--- src/rtl/mem_stage_pkg.sv ---
// Shared types for the M stage: funct3 encodings, result-select codes and FSM states.
package mem_stage_pkg;

   typedef enum logic [2:0] {
      Lb  = 3'b000,
      Lh  = 3'b001,
      Lw  = 3'b010,
      Ld  = 3'b011,
      Lbu = 3'b100,
      Lhu = 3'b101,
      Lwu = 3'b110
   } load_f3_e;

   typedef enum logic [2:0] {
      Sb = 3'b000,
      Sh = 3'b001,
      Sw = 3'b010,
      Sd = 3'b011
   } store_f3_e;

   localparam logic [1:0] ResultAlu  = 2'b00;
   localparam logic [1:0] ResultLoad = 2'b01;
   localparam logic [1:0] ResultPc4  = 2'b10;

   typedef enum logic [0:0] {
      StIdle     = 1'b0,
      StWaitResp = 1'b1
   } lsu_state_e;

   // log2 of the access size in bytes
   function automatic logic [1:0] access_size(input logic [2:0] f3);
      return f3[1:0];
   endfunction

endpackage

--- src/rtl/lsu_align.sv ---
// Combinational lane logic: store replication and byte enables, load extraction and extension,
// plus detection of misaligned or unsupported access sizes.
module lsu_align
   import mem_stage_pkg::*;
#(
   parameter int unsigned XLEN  = 32,
   localparam int unsigned BE_W  = XLEN / 8,
   localparam int unsigned OFF_W = $clog2(BE_W)
) (
   input  logic             is_store,
   input  logic [2:0]       funct3,
   input  logic [OFF_W-1:0] off,
   input  logic [XLEN-1:0]  wdata_in,
   input  logic [XLEN-1:0]  rdata_in,
   output logic [XLEN-1:0]  store_data,
   output logic [BE_W-1:0]  be,
   output logic [XLEN-1:0]  load_data,
   output logic             bad
);

   logic [1:0]      size;
   logic [BE_W-1:0] mask;
   logic [XLEN-1:0] shifted;
   logic            unsigned_ld;

   always_comb begin
      size        = access_size(funct3);
      unsigned_ld = funct3[2];

      if (is_store) begin
         bad = funct3[2] | ((size == 2'd3) && (XLEN == 32));
      end else begin
         bad = (funct3 == 3'b111) ||
               ((load_f3_e'(funct3) inside {Ld, Lwu}) && (XLEN == 32));
      end

      case (size)
         2'd1:    bad = bad | off[0];
         2'd2:    bad = bad | (off[1:0] != 2'b00);
         2'd3:    bad = bad | (off != '0);
         default: ;
      endcase

      case (size)
         2'd0:    store_data = {BE_W{wdata_in[7:0]}};
         2'd1:    store_data = {(BE_W / 2){wdata_in[15:0]}};
         2'd2:    store_data = {(XLEN / 32){wdata_in[31:0]}};
         default: store_data = wdata_in;
      endcase

      case (size)
         2'd0:    mask = BE_W'(1);
         2'd1:    mask = BE_W'(3);
         2'd2:    mask = BE_W'(15);
         default: mask = '1;
      endcase
      be = mask << off;

      shifted = rdata_in >> {off, 3'b000};
      case (size)
         2'd0: load_data = unsigned_ld ? XLEN'(shifted[7:0])  : XLEN'($signed(shifted[7:0]));
         2'd1: load_data = unsigned_ld ? XLEN'(shifted[15:0]) : XLEN'($signed(shifted[15:0]));
         2'd2: load_data = unsigned_ld ? XLEN'(shifted[31:0]) : XLEN'($signed(shifted[31:0]));
         default: load_data = shifted;
      endcase
   end

endmodule

--- src/rtl/mem_stage_lsu.sv ---
// Pipeline memory stage: data-memory handshake FSM, stall generation and the M/W register.
module mem_stage_lsu
   import mem_stage_pkg::*;
#(
   parameter int unsigned XLEN   = 32,
   parameter int unsigned ADDR_W = 32,
   localparam int unsigned BE_W  = XLEN / 8,
   localparam int unsigned OFF_W = $clog2(BE_W)
) (
   input  logic              clk,
   input  logic              rst,
   input  logic              RegWriteM,
   input  logic [1:0]        ResultSrcM,
   input  logic              MemWriteM,
   input  logic [2:0]        Funct3M,
   input  logic [XLEN-1:0]   ALUResultM,
   input  logic [XLEN-1:0]   WriteDataM,
   input  logic [4:0]        RdM,
   input  logic [XLEN-1:0]   PCPlus4M,
   output logic              StallM,
   output logic              MisalignM,
   output logic              RegWriteW,
   output logic [1:0]        ResultSrcW,
   output logic [XLEN-1:0]   ALUResultW,
   output logic [XLEN-1:0]   ReadDataW,
   output logic [4:0]        RdW,
   output logic [XLEN-1:0]   PCPlus4W,
   output logic              dmem_req,
   output logic              dmem_we,
   output logic [ADDR_W-1:0] dmem_addr,
   output logic [BE_W-1:0]   dmem_be,
   output logic [XLEN-1:0]   dmem_wdata,
   input  logic              dmem_ready,
   input  logic              dmem_rvalid,
   input  logic [XLEN-1:0]   dmem_rdata
);

   lsu_state_e      state_q;
   logic            is_load, access, bad, legal, load_done;
   logic [XLEN-1:0] load_data;

   lsu_align #(
      .XLEN(XLEN)
   ) u_align (
      .is_store   (MemWriteM),
      .funct3     (Funct3M),
      .off        (ALUResultM[OFF_W-1:0]),
      .wdata_in   (WriteDataM),
      .rdata_in   (dmem_rdata),
      .store_data (dmem_wdata),
      .be         (dmem_be),
      .load_data  (load_data),
      .bad        (bad)
   );

   always_comb begin
      is_load   = !MemWriteM && (ResultSrcM == ResultLoad);
      access    = MemWriteM || (ResultSrcM == ResultLoad);
      legal     = access && !bad;
      MisalignM = (state_q == StIdle) && access && bad;
      dmem_req  = (state_q == StIdle) && legal;
      dmem_we   = dmem_req && MemWriteM;
      dmem_addr = ADDR_W'(ALUResultM) & ~ADDR_W'(BE_W - 1);
      load_done = (state_q == StWaitResp) && dmem_rvalid;
      // Stores are posted on ready; loads always stall until rvalid.
      StallM    = (dmem_req && (!dmem_ready || is_load)) ||
                  ((state_q == StWaitResp) && !dmem_rvalid);
   end

   always_ff @(posedge clk or posedge rst) begin
      if (rst) begin
         state_q    <= StIdle;
         RegWriteW  <= 1'b0;
         ResultSrcW <= '0;
         ALUResultW <= '0;
         ReadDataW  <= '0;
         RdW        <= '0;
         PCPlus4W   <= '0;
      end else begin
         case (state_q)
            StIdle:     if (dmem_req && dmem_ready && is_load) state_q <= StWaitResp;
            StWaitResp: if (dmem_rvalid) state_q <= StIdle;
            default:    state_q <= StIdle;
         endcase

         if (StallM) begin
            RegWriteW <= 1'b0;
         end else begin
            RegWriteW  <= RegWriteM && !MisalignM;
            ResultSrcW <= ResultSrcM;
            ALUResultW <= ALUResultM;
            RdW        <= RdM;
            PCPlus4W   <= PCPlus4M;
            if (load_done) ReadDataW <= load_data;
         end
      end
   end

endmodule

--- config.mk ---
export PLATFORM = sky130hd
export DESIGN_NAME = mem_stage_lsu
export DESIGN_NICKNAME = d
export VERILOG_FILES = /design/src/rtl/mem_stage_pkg.sv /design/src/rtl/lsu_align.sv /design/src/rtl/mem_stage_lsu.sv
export SDC_FILE = /design/constraint.sdc
export NUM_CORES = 1
export LEC_CHECK = 0
export CORE_AREA = 2 2 124 126
export CTS_CLUSTER_DIAMETER = 40
export CTS_CLUSTER_SIZE = 25
export DETAILED_ROUTE_END_ITERATION = 16
export DIE_AREA = 0 0 126 128
export GPL_ROUTABILITY_DRIVEN = 0
export MAX_ROUTING_LAYER = met4
export PLACE_DENSITY = 0.79
export RECOVER_POWER = 25
export SKIP_CTS_REPAIR_TIMING = 1
export SLEW_MARGIN = 20
export SYNTH_ARGS = -nofsm -noshare
export SYNTH_HDL_FRONTEND = slang
export SYNTH_SLANG_ARGS = --single-unit
--- constraint.sdc ---
create_clock -name clk -period 10.1 [get_ports clk]
set_clock_uncertainty 0.2 [all_clocks]
set_input_delay 2.02 -clock clk [delete_from_list [all_inputs] [get_ports clk]]
set_output_delay 2.02 -clock clk [all_outputs]
set_load 0.01 [all_outputs]
==> reports/qor_table.md, run 1 <==
| Quantity | Value | Unit |
|:---|:---|:---|
| Power share of the clock group | 0.280 | - |
| Area growth syn-to-layout | 60.5 | % |
| Global-route wire length before repair | 26,200 | um |
| TNS Setup | 0 | ns |
| # clock sinks | 105 | - |
| Switching power summed over all nets | 337 | uW |
| Number of flops mapped to enable cells by yosys | 0 | - |
| Die area | 16,100 | um^2 |
| Post-synthesis instance total | 442 | - |
| Leading cell types in the layout, fill and taps excluded | sky130_fd_sc_hd__clkdlybuf4s50_1 (263), sky130_fd_sc_hd__dfrtp_1 (105), sky130_fd_sc_hd__mux2_4 (60) | - |
| Antenna violation net count after detailed routing | 0 | - |
| Origin of the worst min-delay path | ReadDataW[1] | - |
| Run status | finished with violations | - |
| Slew of the pin with the lowest slew margin | 2.09 | ns |
| Failing checks | capacitance limit, slew limit | - |
| Warnings from Yosys | 0 | - |
| Gate power share | 0.308 | - |
| Root buffer cell | sky130_fd_sc_hd__clkbuf_16 | - |
| Top cell type's share of synthesized area | 0.483 | - |
| First drt pass iteration count | 4 | - |
| Post-synthesis cell type with the largest combined area | sky130_fd_sc_hd__dfrtp_1 | - |
| VDD IR max | 94.3 | uV |
| Most common flop cell mapped by yosys | sky130_fd_sc_hd__dfrtp_1 | - |
| Share of cells above drive strength 1 | 0.164 | - |
| Type of the setup path with the least slack | input port to output pin | - |
| Synthesized flop and latch total | 105 | - |
| I/O Pins | 320 | - |
| Via count of the first global-routing pass | 4,679 | - |
| Core region area | 14,900 | um^2 |
| Average detailed-routed wire length per instance | 18.9 | um |
| Iteration-0 DRC count of the detailed router | 125 | - |
| Count of placed standard cells including taps | 887 | - |
| Power Density | 140 | nW/um^2 |
| Final hold slack | 0.278 | ns |
| Cell area after technology mapping | 5440 | um^2 |
| Vertical die dimension | 128 | um |
| Critical Path RT | 7.88 | ns |
| Remaining max-slew budget at the tightest pin | -0.401 | - |
| Number of distinct library cell variants in the gate-level netlist after synthesis | 33 | - |
| Crit Path Max Fanout | 15 | - |
| Hold Path Sink | ReadDataW[1] | - |
| Data arrival at the endpoint of the critical path | 4.60 | ns |
| Internal Dissipation | 881 | uW |
| Total clock buffers created by CTS | 9 | - |
| Final period util | 0.675 | - |
| Floorplan die width | 126 | um |
| Hold violation total from the final report | 0 | - |
| R2r worst-path depth | 4 | - |
| Reg-to-reg endpoint | ReadDataW[30] | - |
| Maximum level of the CTS H-tree | 3 | - |
| Most common cell after layout, fill and taps aside | sky130_fd_sc_hd__clkdlybuf4s50_1 | - |
| Post-synthesis average cell area | 12.3 | um^2 |
| RSZ-0062 raised after global routing | false | - |
| Final layout net count | 854 | - |
| All-layer global routing usage | 0.214 | - |
| Fmax | 147 | MHz |
| Maximum buffer depth of the clock tree | 2 | - |
| DRC violations left | 0 | - |
| Number of filler instances in the final layout | 1,216 | - |
| Launch instance of the worst register-to-register path | state_q | - |
| Count of input and output buffers | 317 | - |
| Number of placement rows | 45 | - |
| Vias per inst | 4.98 | - |
| Shortest period the worst path allows | 6.82 | ns |
| Kind of end point of the critical path | output pin | - |
| Post-detailed-placement half-perimeter wirelength | 13,100 | um |
| Area contributors post-synth | sky130_fd_sc_hd__dfrtp_1 (48%), sky130_fd_sc_hd__mux2_4 (17%), sky130_fd_sc_hd__mux2_2 (5.6%) | - |
| CTS clk-pin slew, worst paths | 0.07 | ns |
| Switching share of power | 0.277 | - |
| Overall via count from detail_route | 4,503 | - |
| Count of max-cap constraint violations | 1 | - |
| Share of synthesized registers carrying an async set or reset | 1.00 | - |
| Final Max Tran Viols | 46 | - |
| Reg-to-reg slack, setup | 7.10 | ns |
| Category of the worst setup path launch point | input port | - |
| TritonCTS clock tree | done | - |
| Non-filler instance count after layout | 904 | - |
| Sequential element share of the synthesized area | 0.483 | - |
| Initial Utilization | 0.366 | - |
| Worst skew pair latency | 0.34 | ns |
| Part of the total power dissipated in sequential elements | 0.413 | - |
| Cell depth of the worst hold path | 2 | - |
| Static Leakage | 3.75 | nW |
| Initial antenna violation count | 1 | - |
| Largest net degree at the start of global routing | 62 | - |
| Detailed-route wire length | 17,100 | um |
| Overflow after GRT | 0 | - |
| Number of endpoints failing setup at the final stage | 0 | - |
| Type of the most critical hold path | flip-flop to flip-flop | - |
routing by layer:
metal	up-vias	track usage	wire [um]
li1	2059	-	-
met1	2178	0.241	6600
met2	240	0.352	8420
met3	26	0.0785	1700
met4	0	0.0789	410
met5	-	-	0
final cells by class:
class,instances,area [um^2],share of cell area
sequential,105,2630,0.301
antenna,1,2.50,0.000287
inverter,4,16.3,0.00186
tap,188,235,0.0270
multi-input combinational,267,2340,0.268
timing repair buffer,323,3210,0.368
clock inverter,5,37.5,0.00430
clock buffer,11,253,0.0290
per-stage QoR:
stage	worst slack [ns]	instance area (um^2)	utilization	power [mW]
4_1_cts	3.34	8720	0.586	1.24
3_5_place_dp	3.36	8430	0.567	0.897
5_1_grt	3.20	8720	0.587	1.28
6_report	3.28	8720	0.587	1.22
3_3_place_gp	3.37	8430	0.567	0.890
2_1_floorplan	4.50	5440	-	0.672
cells in the mapped netlist (all sizes together), types with 2 or more instances:
cell     count
o21ai       16
a221o       16
buf         53
dfrtp      105
nor2        23
mux2i       24
nor3b        2
inv          4
clkbuf      14
a21oi       19
nor3         2
nand2b       2
mux2        87
and3         2
nor2b        2
nand2       53
o2bb2ai      7
critical path, cell delays in order:
cell and delay (ns):
sky130_fd_sc_hd__clkdlybuf4s50_1 1.04, sky130_fd_sc_hd__a21oi_1 0.25, sky130_fd_sc_hd__a21o_1 0.25, sky130_fd_sc_hd__nor3_1 0.39, sky130_fd_sc_hd__clkdlybuf4s50_1 0.63
kinds of logic after synthesis:
| logic type | synth area share |
|---|---|
| mux | 0.270 |
| flops | 0.483 |
| simple gates | 0.0702 |
| buf+inv | 0.0884 |
| compound gates | 0.0875 |
| other cells | 0.000690 |
worst max-delay path by stage:
stage / cells past startpoint / startpoint / slack (ns) / endpoint
after floorplan: 5 / Funct3M[0] / 4.50 / StallM
after global placement: 5 / Funct3M[0] / 3.37 / MisalignM
after detailed placement: 5 / Funct3M[0] / 3.36 / MisalignM
after CTS: 5 / Funct3M[0] / 3.34 / MisalignM
after global routing: 5 / Funct3M[0] / 3.20 / MisalignM
final: 5 / Funct3M[0] / 3.28 / MisalignM
state kept, by name, indices dropped and copies added (netlist names):
name	flops
ALUResultW	32
PCPlus4W	32
ReadDataW	32
RdW	5
ResultSrcW	2
RegWriteW	1
state_q	1
power groups by stage:
stage	Sequential [mW]	Clock, mW	Combinational [mW]
finish	0.503	0.341	0.375
global route	0.510	0.367	0.398
CTS	0.504	0.351	0.389
detailed placement	0.511	0	0.386
global placement	0.509	0	0.381
floorplan	0.533	0	0.139
No activity file was read; power rests on OpenSTA's default activity.
==> run 2: changes to the inputs <==
--- a/config.mk
+++ b/config.mk
@@ -5,14 +5,14 @@
 export SDC_FILE = /design/constraint.sdc
 export NUM_CORES = 1
 export LEC_CHECK = 0
-export CORE_AREA = 2 2 124 126
+export CORE_MARGIN = 2
+export CORE_UTILIZATION = 35
 export CTS_CLUSTER_DIAMETER = 40
 export CTS_CLUSTER_SIZE = 25
 export DETAILED_ROUTE_END_ITERATION = 16
-export DIE_AREA = 0 0 126 128
 export GPL_ROUTABILITY_DRIVEN = 0
 export MAX_ROUTING_LAYER = met4
-export PLACE_DENSITY = 0.79
+export PLACE_DENSITY = 0.78
 export RECOVER_POWER = 25
 export SKIP_CTS_REPAIR_TIMING = 1
 export SLEW_MARGIN = 20
==> constraint.sdc (replaced) <==
create_clock -name clk -period 5.8 [get_ports clk]
set_clock_uncertainty 0.2 [all_clocks]
set_input_delay 1.16 -clock clk [delete_from_list [all_inputs] [get_ports clk]]
set_output_delay 1.16 -clock clk [all_outputs]
set_load 0.01 [all_outputs]
==> reports/qor_table.md, run 2 (synthesis results as in run 1) <==
| Quantity | Value | Unit |
|:---|:---|:---|
| Run status | finished with violations | - |
| Failing checks | capacitance limit, slew limit | - |
| Post-detailed-placement half-perimeter wirelength | 13,200 | um |
| Area growth syn-to-layout | 61.8 | % |
| Average detailed-routed wire length per instance | 18.8 | um |
| TritonCTS clock tree | done | - |
| Worst skew pair latency | 0.34 | ns |
| Slew of the pin with the lowest slew margin | 3.06 | ns |
| List of cells traversed by the critical path | clkdlybuf4s50_1 -> a21oi_1 -> a21oi_2 -> o41ai_4 -> clkdlybuf4s50_1 | - |
| Count of max-cap constraint violations | 1 | - |
| Worst path max stage delay | 0.72 | ns |
| Global-route wire length before repair | 25,800 | um |
| Detailed-route wire length | 17,100 | um |
| Biggest registers after layout | ALUResultW (32), PCPlus4W (32), ReadDataW (32) | - |
| Largest net degree at the start of global routing | 71 | - |
| CTS clk-pin slew, worst paths | 0.07 | ns |
| Most frequent cell on the critical path | sky130_fd_sc_hd__clkdlybuf4s50_1 | - |
| DRC violations left | 0 | - |
| Switching power summed over all nets | 598 | uW |
| Type of the most critical hold path | flip-flop to flip-flop | - |
| Final layout net count | 857 | - |
| Overflow after GRT | 0 | - |
| Origin of the worst min-delay path | ReadDataW[7] | - |
| Power Density | 253 | nW/um^2 |
| RSZ-0062 raised after global routing | false | - |
| Final period util | 0.833 | - |
| Crit Path Max Fanout | 12 | - |
| Share of cells above drive strength 1 | 0.166 | - |
| Floorplan die width | 129 | um |
| TNS Setup | 0 | ns |
| Switching share of power | 0.269 | - |
| Number of placement rows | 45 | - |
| Launch instance of the worst register-to-register path | state_q | - |
| Global routing usage on met3 | 0.0362 | - |
| VDD IR max | 132 | uV |
| Critical Path RT | 4.44 | ns |
| GR met2 Demand/Resource | 0.370 | - |
| Hold violation total from the final report | 0 | - |
| Data arrival at the endpoint of the critical path | 3.47 | ns |
| Beginning of the critical path | ALUResultM[0] | - |
| Shortest period the worst path allows | 4.83 | ns |
| Root buffer cell | sky130_fd_sc_hd__clkbuf_16 | - |
| Total design power | 2.22 | mW |
| Power share of the clock group | 0.303 | - |
| Area of the multi-input gates | 2340 | um^2 |
| Vias per inst | 4.92 | - |
| Met1 global-route usage | 0.240 | - |
| Leading cell types in the layout, fill and taps excluded | sky130_fd_sc_hd__clkdlybuf4s50_1 (289), sky130_fd_sc_hd__dfrtp_1 (105), sky130_fd_sc_hd__mux2_4 (60) | - |
| Maximum buffer depth of the clock tree | 2 | - |
| Die area | 16,500 | um^2 |
| Initial antenna violation count | 0 | - |
| All-layer global routing usage | 0.209 | - |
| Core region area | 15,200 | um^2 |
| Routing layer with the top usage in global route | met2 | - |
| Vertical die dimension | 129 | um |
| Category of the worst setup path launch point | input port | - |
| Number of filler instances in the final layout | 1,237 | - |
| I/O Pins | 320 | - |
| Sequential Area | 2630 | um^2 |
| Gate power share | 0.301 | - |
| Kind of end point of the critical path | output pin | - |
| Type of the setup path with the least slack | input port to output pin | - |
| Initial Utilization | 0.358 | - |
| Highest-delay cell along the critical path | sky130_fd_sc_hd__clkdlybuf4s50_1 | - |
| Via count of the first global-routing pass | 4,676 | - |
| Ant diodes | 0 | - |
| Final cell utilization of the core | 0.579 | - |
| Internal Dissipation | 1.62 | mW |
| Total clock buffers created by CTS | 9 | - |
| Final hold slack | 0.277 | ns |
| Number of endpoints failing setup at the final stage | 0 | - |
| Count of input and output buffers | 317 | - |
| Final Max Tran Viols | 71 | - |
| First drt pass iteration count | 4 | - |
| Overall via count from detail_route | 4,460 | - |
| Maximum level of the CTS H-tree | 3 | - |
| # clock sinks | 105 | - |
| Static Leakage | 3.77 | nW |
| Iteration-0 DRC count of the detailed router | 256 | - |
| Most common cell after layout, fill and taps aside | sky130_fd_sc_hd__clkdlybuf4s50_1 | - |
| Antenna violation net count after detailed routing | 0 | - |
| Remaining max-slew budget at the tightest pin | -1.05 | - |
| Fmax | 207 | MHz |
| Part of the total power dissipated in sequential elements | 0.396 | - |
==> run 2: cell types whose count changed in the layout (fill, tap and decap cells not counted), sizes merged <==
cell | previous run | this run
buf | 7 | 9
bufinv | 0 | 2
clkdlybuf4s50 | 263 | 289
clkinv | 2 | 1
clkinvlp | 3 | 2
diode | 1 | 0
dlygate4sd3 | 53 | 28
==> run 2: through the flow <==
stage / cell area (um^2) / setup slack [ns] / instances
final: 8790 / 0.967 / 906
after floorplan: 5440 / 1.68 / 443
after global routing: 8790 / 0.817 / 906
after detailed placement: 8450 / 0.924 / 890
after CTS: 8780 / 0.906 / 906
after global placement: 8450 / 0.970 / 890
==> run 2: layout make-up <==
type                            count  area share
Tap cell                          188      0.0267
Clock inverter                      5     0.00996
Sequential cell                   105       0.299
Timing Repair Buffer              326       0.368
Inverter                            4     0.00185
Clock buffer                       11      0.0276
Multi-Input combinational cell    267       0.267
==> run 2: final timing paths <==
| path | endpoint | slack [ns] | depth (start not counted) |
|---|---|---|---|
| min | ReadDataW[7] | 0.28 | 2 |
| max | StallM | 0.97 | 5 |
| max in group asynchronous | ReadDataW[31] | 1.94 | 3 |
| min reg2reg | ReadDataW[7] | 0.28 | 2 |
| min in group asynchronous | PCPlus4W[29] | 1.94 | 2 |
| max reg2reg | PCPlus4W[2] | 2.88 | 4 |
==> run 2: power groups by stage <==
stage | registers [mW] | logic, mW | clock network (mW)
6_report | 0.879 | 0.669 | 0.673
5_1_grt | 0.891 | 0.713 | 0.722
4_1_cts | 0.880 | 0.685 | 0.691
3_5_place_dp | 0.892 | 0.680 | 0
3_3_place_gp | 0.888 | 0.673 | 0
2_1_floorplan | 0.929 | 0.241 | 0
==> run 2: routing by layer <==
layer / wire length [um] / vias to the layer above
met5: 0 / -
met4: 275 / 0
met3: 1250 / 20
met2: 8920 / 212
met1: 6620 / 2167
li1: - / 2061
==> run 2: critical path, delay by kind of cell <==
kind / cells / cell delay [ns]
AOI/OAI and AO/OA: 3 / 0.94
buffers and inverters: 2 / 1.37
==> run 3: changes to the inputs <==
==> constraint.sdc (replaced) <==
create_clock -name clk -period 4.3 [get_ports clk]
set_clock_uncertainty 0.2 [all_clocks]
set_input_delay 0.86 -clock clk [delete_from_list [all_inputs] [get_ports clk]]
set_output_delay 0.86 -clock clk [all_outputs]
set_load 0.01 [all_outputs]
==> reports/qor_table.md, run 3 (synthesis results as in run 1) <==
| Quantity | Value | Unit |
|:---|:---|:---|
| Worst path buffer plus inverter count | 2 | - |
| Total clock buffers created by CTS | 9 | - |
| Fmax | 245 | MHz |
| Type of the most critical hold path | flip-flop to flip-flop | - |
| Ant diodes | 0 | - |
| Slew of the pin with the lowest slew margin | 2.24 | ns |
| Category of the worst setup path launch point | input port | - |
| Worst path max stage delay | 0.69 | ns |
| Crit Path Max Fanout | 3 | - |
| List of cells traversed by the critical path | clkdlybuf4s50_1 -> a21oi_1 -> a21oi_2 -> o41ai_4 -> clkdlybuf4s50_1 | - |
| Vertical die dimension | 129 | um |
| Post-detailed-placement half-perimeter wirelength | 13,400 | um |
| Post-placement cell area | 8520 | um^2 |
| Via count of the first global-routing pass | 4,762 | - |
| Type of the setup path with the least slack | input port to output pin | - |
| Count of max-cap constraint violations | 1 | - |
| Power Density | 336 | nW/um^2 |
| Failing checks | capacitance limit, slew limit | - |
| Run status | finished with violations | - |
| Global-route wire length before repair | 26,000 | um |
| Number of endpoints failing setup at the final stage | 0 | - |
| Data arrival at the endpoint of the critical path | 3.02 | ns |
| Overflow after GRT | 0 | - |
| Leading cell types in the layout, fill and taps excluded | sky130_fd_sc_hd__clkdlybuf4s50_1 (316), sky130_fd_sc_hd__dfrtp_1 (105), sky130_fd_sc_hd__mux2_4 (60) | - |
| Floorplan die width | 129 | um |
| Hold violation total from the final report | 0 | - |
| Largest net degree at the start of global routing | 72 | - |
| Remaining max-slew budget at the tightest pin | -0.504 | - |
| Most common cell after layout, fill and taps aside | sky130_fd_sc_hd__clkdlybuf4s50_1 | - |
| I/O Pins | 320 | - |
| Non-filler instance count after layout | 911 | - |
| Most frequent cell on the critical path | sky130_fd_sc_hd__clkdlybuf4s50_1 | - |
| Core region area | 15,200 | um^2 |
| CTS clk-pin slew, worst paths | 0.07 | ns |
| Die area | 16,500 | um^2 |
| TritonCTS clock tree | done | - |
| Final Max Tran Viols | 52 | - |
| RSZ-0062 raised after global routing | false | - |
| Critical Path RT | 3.24 | ns |
| Initial antenna violation count | 0 | - |
| Initial Utilization | 0.358 | - |
| TNS Setup | 0 | ns |
| Count of placed standard cells including taps | 895 | - |
| Root buffer cell | sky130_fd_sc_hd__clkbuf_16 | - |
| First drt pass iteration count | 4 | - |
| Overall via count from detail_route | 4,496 | - |
| DRC violations left | 0 | - |
| Kind of end point of the critical path | output pin | - |
| VDD IR max | 170 | uV |
| Antenna violation net count after detailed routing | 0 | - |
| Share of cells above drive strength 1 | 0.172 | - |
| Worst skew pair latency | 0.34 | ns |
| # clock sinks | 105 | - |
| Final non-filler cell area | 8820 | um^2 |
| Biggest registers after layout | ALUResultW (32), PCPlus4W (32), ReadDataW (32) | - |
| Count of input and output buffers | 317 | - |
| Final layout net count | 862 | - |
| Iteration-0 DRC count of the detailed router | 196 | - |
| Vias per inst | 4.94 | - |
| Area growth syn-to-layout | 62.3 | % |
| Average detailed-routed wire length per instance | 19.0 | um |
| Maximum level of the CTS H-tree | 3 | - |
| Shortest period the worst path allows | 4.08 | ns |
| All-layer global routing usage | 0.212 | - |
| Static Leakage | 3.76 | nW |
| Cell class contributing the biggest share of worst-path delay | buffers and inverters | - |
| Number of placement rows | 45 | - |
| Number of filler instances in the final layout | 1,243 | - |
| Maximum buffer depth of the clock tree | 2 | - |
| Highest-delay cell along the critical path | sky130_fd_sc_hd__clkdlybuf4s50_1 | - |
| Final period util | 0.949 | - |
| Detailed-route wire length | 17,300 | um |
[run 3: cell count changes in the layout (fill, tap and decap cells not counted), moves of 2 or more]
cell / previous run / this run
sky130_fd_sc_hd__buf_4: 9 / 12
sky130_fd_sc_hd__clkdlybuf4s50_1: 289 / 316
sky130_fd_sc_hd__dlygate4sd3_1: 28 / 1
sky130_fd_sc_hd__clkinvlp_4: 1 / 3
[run 3: power breakdown]
group          total, mW  leakage (nW)  internal, mW  switching [mW]
clock network      0.862         0.144         0.486           0.376
logic              0.916          2.35         0.559           0.358
registers           1.19          1.27          1.11          0.0742
[run 3: layout make-up]
type                    count  area (um^2)  share of cell area
well taps                 188          235              0.0267
multi-input cells         267         2340               0.265
repair buffers            331         3290               0.373
inverters                   4         16.3             0.00184
flip-flops and latches    105         2630               0.298
clock inverters             5         61.3             0.00695
clock buffers              11          253              0.0286
[run 3: routing by layer]
layer  track usage  part of all wire  vias up  routed length, um
met4        0.0761             0.021        0                365
li1              -                 -     2062                  -
met2         0.381              0.53      219               9110
met5             -                 0        -                  0
met1         0.235              0.38     2191               6580
met3        0.0370             0.070       24               1210
[run 3: worst paths after layout]
kind,start,end,slack (ns),cells after the start
min in group asynchronous,rst,ALUResultW[8],1.37,2
min reg2reg,ReadDataW[7],ReadDataW[7],0.29,2
min,ReadDataW[7],ReadDataW[7],0.29,2
max in group asynchronous,rst,RdW[4],0.81,3
max reg2reg,state_q,ReadDataW[23],2.07,4
max,Funct3M[0],StallM,0.22,5
[run 3: tightest hold or removal path, delay by kind of cell, from the launching register on]
kind | cells | cell delay, ns
simple gates | 2 | 0.12
flops | 1 | 0.35
[run 3: stage by stage]
stage | utilization | power, mW | hold slack (ns) | worst slack, ns
after CTS | 0.581 | 3.01 | 0.290 | 0.174
after global routing | 0.580 | 3.10 | 0.325 | 0.116
after detailed placement | 0.560 | 2.13 | 0.272 | 0.171
after global placement | 0.560 | 2.11 | 0.263 | 0.179
after floorplan | - | 1.58 | 0.314 | 0.479
final | 0.580 | 2.96 | 0.288 | 0.220
